## config.mk

```make
export PLATFORM = sky130hd
export DESIGN_NAME = sd_sector_responder
export DESIGN_NICKNAME = d
export VERILOG_FILES = /design/src/rtl/sd_sector_responder.sv
export SDC_FILE = /design/constraint.sdc
export NUM_CORES = 1
export LEC_CHECK = 0
export CAP_MARGIN = 20
export CORE_UTILIZATION = 40
export DETAILED_ROUTE_END_ITERATION = 10
export GPL_TIMING_DRIVEN = 0
export PLACE_DENSITY = 0.82
export SLEW_MARGIN = 25
export SYNTH_ARGS = -nofsm -noshare
export SYNTH_HDL_FRONTEND = slang
export SYNTH_SLANG_ARGS = --single-unit
```

## constraint.sdc

```tcl
create_clock -name clk_sys -period 3.24 [get_ports clk_sys]
set_clock_uncertainty 0.2 [all_clocks]
set_input_delay 0.648 -clock clk_sys [delete_from_list [all_inputs] [get_ports clk_sys]]
set_output_delay 0.648 -clock clk_sys [all_outputs]
set_load 0.05 [all_outputs]
```

## src/rtl/sd_sector_responder.sv

```systemverilog
`default_nettype none
// ============================================================================
// sd_sector_responder
//   Serves 256-word SD sector reads/writes from a toggle-handshake store.
//   Revision: 1.0
// ============================================================================
module sd_sector_responder #(
  parameter int SECTORS = 16
) (
  input  logic        clk_sys,
  input  logic        reset_n,
  input  logic [31:0] sd_lba,
  input  logic        sd_rd,
  input  logic        sd_wr,
  output logic        sd_ack,
  output logic [7:0]  sd_buff_addr,
  output logic [15:0] sd_buff_dout,
  input  logic [15:0] sd_buff_din,
  output logic        sd_buff_wr,
  output logic [23:0] mem_addr,
  output logic        mem_we,
  output logic [15:0] mem_wdata,
  input  logic [15:0] mem_rdata,
  output logic        mem_req,
  input  logic        mem_ack,
  output logic        busy,
  output logic        oor
);

  localparam logic [2:0] IDLE    = 3'd0;
  localparam logic [2:0] ACK     = 3'd1;
  localparam logic [2:0] RD_MEM  = 3'd2;
  localparam logic [2:0] RD_PUSH = 3'd3;
  localparam logic [2:0] WR_ADDR = 3'd4;
  localparam logic [2:0] WR_WAIT = 3'd5;
  localparam logic [2:0] WR_MEM  = 3'd6;
  localparam logic [2:0] DONE    = 3'd7;

  localparam logic [31:0] SECTORS_W = SECTORS;

  logic [2:0]  state;
  logic [2:0]  state_next;
  logic [15:0] lba;
  logic        op_rd;
  logic        oor_flag;
  logic        armed;
  logic [7:0]  word;
  logic        accept;
  logic        word_done;
  logic        last_word;

  assign accept    = (sd_rd | sd_wr) & armed;
  // Out-of-range sectors never issue a toggle, so they complete immediately.
  assign word_done = oor_flag | (mem_ack == mem_req);
  assign last_word = (word == 8'hFF);

  always_ff @(posedge clk_sys or negedge reset_n) begin
    if (!reset_n) state <= IDLE;
    else          state <= state_next;
  end

  always_comb begin
    state_next = state;
    case (state)
      IDLE:    if (accept) state_next = ACK;
      ACK:     state_next = op_rd ? RD_MEM : WR_ADDR;
      RD_MEM:  if (word_done) state_next = RD_PUSH;
      RD_PUSH: state_next = last_word ? DONE : RD_MEM;
      WR_ADDR: state_next = WR_WAIT;
      WR_WAIT: state_next = WR_MEM;
      WR_MEM:  if (word_done) state_next = last_word ? DONE : WR_ADDR;
      DONE:    state_next = IDLE;
      default: state_next = IDLE;
    endcase
  end

  always_comb begin
    busy       = (state != IDLE) && (state != DONE);
    sd_ack     = busy;
    sd_buff_wr = (state == RD_PUSH);
    oor        = (state == ACK) && oor_flag;
  end

  always_ff @(posedge clk_sys or negedge reset_n) begin
    if (!reset_n) begin
      lba          <= '0;
      op_rd        <= 1'b0;
      oor_flag     <= 1'b0;
      armed        <= 1'b1;
      word         <= '0;
      sd_buff_addr <= '0;
      sd_buff_dout <= '0;
      mem_addr     <= '0;
      mem_we       <= 1'b0;
      mem_wdata    <= '0;
      mem_req      <= 1'b0;
    end else begin
      // Re-arm only once the core has released both request lines.
      if (!sd_rd && !sd_wr) armed <= 1'b1;
      case (state)
        IDLE: if (accept) begin
          lba      <= sd_lba[15:0];
          op_rd    <= sd_rd;
          oor_flag <= (sd_lba >= SECTORS_W);
          word     <= '0;
          armed    <= 1'b0;
        end
        ACK: begin
          if (op_rd) begin
            mem_addr <= {lba, word};
            mem_we   <= 1'b0;
            if (!oor_flag) mem_req <= ~mem_req;
          end else begin
            sd_buff_addr <= word;
          end
        end
        RD_MEM: if (word_done) begin
          sd_buff_dout <= oor_flag ? 16'h0000 : mem_rdata;
          sd_buff_addr <= word;
        end
        RD_PUSH: if (!last_word) begin
          word     <= word + 8'd1;
          mem_addr <= {lba, word + 8'd1};
          mem_we   <= 1'b0;
          if (!oor_flag) mem_req <= ~mem_req;
        end
        // Core buffer data is valid two clocks after the address moved.
        WR_WAIT: begin
          mem_wdata <= sd_buff_din;
          mem_addr  <= {lba, word};
          mem_we    <= 1'b1;
          if (!oor_flag) mem_req <= ~mem_req;
        end
        WR_MEM: if (word_done && !last_word) begin
          word         <= word + 8'd1;
          sd_buff_addr <= word + 8'd1;
        end
        default: ;
      endcase
    end
  end

endmodule
`default_nettype wire

```

==> impl_metrics.ini <==
[cts]
cts_tree = done
cts-hold-fix-buffers = 0
insertion_delay_ns = 0.37
cts_max_path_buffers = 2
h-tree-depth = 3
cts.sinks = 96
cts-root-buf = clkbuf_8
clk_pin_slew_worst_paths_ns = 0.09
cts_inserted_buffers = 9

[die]
die-area_um2 = 11680
initial_core_util_pct = 41.34
dieHeight_um = 108.1
rows = 38
io_pins = 139
dieWidth_um = 108.1
core_area_um2 = 10890

[global_routing]
grt_pass1_wl_um = 17010
grt_util_all_layers_pct = 18.87
grt_overflow = 0
grt_max_degree = 53
grt_pass1_vias = 3541
grt_antenna_before_repair = 0

[cells_and_area]
layout_common_cells = clkdlybuf4s50_1 (133), dfrtp_1 (95), mux2_2 (30)
layout_commonest_cell = clkdlybuf4s50_1
n_antenna_cell = 0
area_delta_synth_final_pct = 39.51
fin_nets = 590
fin_cells = 664
drive_above_1_share_pct = 19.08
n_fill_cell = 926
utilization_pct = 57.66
fin_area_um2 = 6279

[power]
ir_drop_uv = 436.1
power.leakage_nw = 2.871
power_density_nw_per_um2 = 682.7

[logic_synthesis]
synth.yosys.seq_area_share_pct = 53.41
ys_warn_count = 0
synth_edf_count = 0
synth.cell_area_um2 = 4501
synth_top_family_by_area = multiplexers
yosys-top-cells-area = dfrtp_1 (53%), mux2_4 (9.0%), mux2_2 (7.5%)
synth_mux_area_share_pct = 18.74
async_reset_ff_share_pct = 100.0
synth_ff_type = dfrtp_1
synth_top_cell_area_share_pct = 52.82
synth-seq-cells = 96
synthAdderAreaFrac_pct = 0.2780
synthXorXnorAreaFrac_pct = 3.475
synth_nets = 440
synth_compound_area_share_pct = 7.812
synth-simple-area-share_pct = 11.65
syn_avg_cell_area_um2 = 12.16
synth.distinct_cells = 53
synthCells = 370
synth_largest_area_cell = dfrtp_1

[worst_setup_path]
crit_type = reg -> out
path_max_fanout = 10
critPathRequiredTime_ns = 2.39
cp-start-kind = flop
critPathArrivalTime_ns = 2.13
endpoint_kind = primary output

[timing]
setup_ws_ns = 0.2587
max_freq_mhz = 335.4
setup_violations = 0
worstMarginPinSlew_ns = 0.5357
hold_ws_ns = -0.01048
relSlewSlack_pct = 64.18
finalHoldViolCount = 9
timing.final.crit_share_pct = 92.02
final.min_clock_period_ns = 2.981
drv_slew = 0
rsz0062_at_grt = no

[detailed_routing]
drc_errors = 0
wl_per_cell_um = 15.39
viasPerCell = 5.053
drtIter0Drc = 81
drt-pass1-iter-count = 4
wl_um = 10220
routed-via-count = 3355
ant_nets = 0

[run_status]
failed_checks = negative hold slack
status = finished, violations left

[place]
gp_congestion = 0.8602
place_inst = 649
post-dp-hpwl_um = 7733
port_buffers = 138
dpl_cell_area_um2 = 6086
pre_cts_ws_ns = 0.3731

[min_path]
hold_path_class = in -> async

[run]
cap_violations = 0
## per-layer routing
metal | part of all wire [%] | global-route usage (%)
met1 | 43 | 22.46
met3 | 5.2 | 4.340
met2 | 50 | 32.67
met5 | 0 | 0
met4 | 1.9 | 7.926
## power by group
part | switching [W] | internal [W] | leakage [nW]
combinational | 0.00124 | 0.000751 | 1.52
sequential | 0.000128 | 0.00140 | 1.25
clock | 0.000396 | 0.000370 | 0.0989
## sequential cells by signal, summed over array words and instances, names as in the netlist
name and count:
word 8, mem_wdata 16, sd_buff_addr 8, state 3, oor_flag 1, armed 1, mem_we 1, mem_req 1
mem_addr 24, sd_buff_dout 16, lba 16, op_rd 1
## worst max-delay path: stages, from the launching register on
cell	delay, ns
dfrtp_1	0.33
clkbuf_2	0.18
buf_2	0.23
nand3b_1	0.23
inv_1	0.23
dlygate4sd2_1	0.55
## cell families (layout without fill, tap and decap cells)
logic type,Yosys count,after routing
AOI/OAI and AO/OA,55,55
xor gates and xnor gates,17,17
adders and majority gates,1,1
buffers and inverters,34,188
DFF,96,96
muxes,66,66
and+or+nand+nor,101,101
## worst paths after layout
kind,end,cells past startpoint,slack [ns],startpoint
min in group clk_sys,sd_buff_addr[3],1,0.29,sd_buff_addr[3]
hold / removal,sd_buff_dout[10],1,-0.01,reset_n
setup / recovery,sd_buff_wr,5,0.26,state[1]
setup reg to reg,mem_addr[4],7,0.98,word[0]
max in group asynchronous,armed,2,2.24,reset_n
hold reg to reg,sd_buff_addr[3],1,0.29,sd_buff_addr[3]
## stage by stage
step	TNS, ns	total power [W]
finish	0	0.004287
CTS	0	0.004327
floorplan	0	0.002896
global route	0	0.004520
global placement	-199.67	0.003505
detailed placement	0	0.003557
## final cells by class
type / count / area, um^2 / area share [%]
Tap cell: 140 / 175.2 / 2.790
Multi-Input combinational cell: 240 / 1888 / 30.07
Clock buffer: 11 / 141.4 / 2.252
Buffer: 25 / 170.2 / 2.710
Timing Repair Buffer: 139 / 1416 / 22.56
Sequential cell: 96 / 2404 / 38.28
Inverter: 9 / 38.79 / 0.6178
Clock inverter: 4 / 45.04 / 0.7174
## Yosys cell counts (all sizes together) (7+ instances only)
cell type,count
a31oi,9
buf,17
clkbuf,8
dfrtp,95
inv,9
mux2,65
nand2,29
nand2b,18
nand3,10
nor2,18
nor4,7
o21ai,27
xnor2,9
xor2,8
## timing repair
| action | CTS | global route |
|---|---|---|
| buffers inserted | 0 | 0 |
| gates cloned | 0 | 0 |
| resized for setup | 1 | 3 |
| hold endpoints to repair | 0 | 0 |
| endpoints found under the setup margin | 1 | 3 |
(Power assumes the default switching activity.)
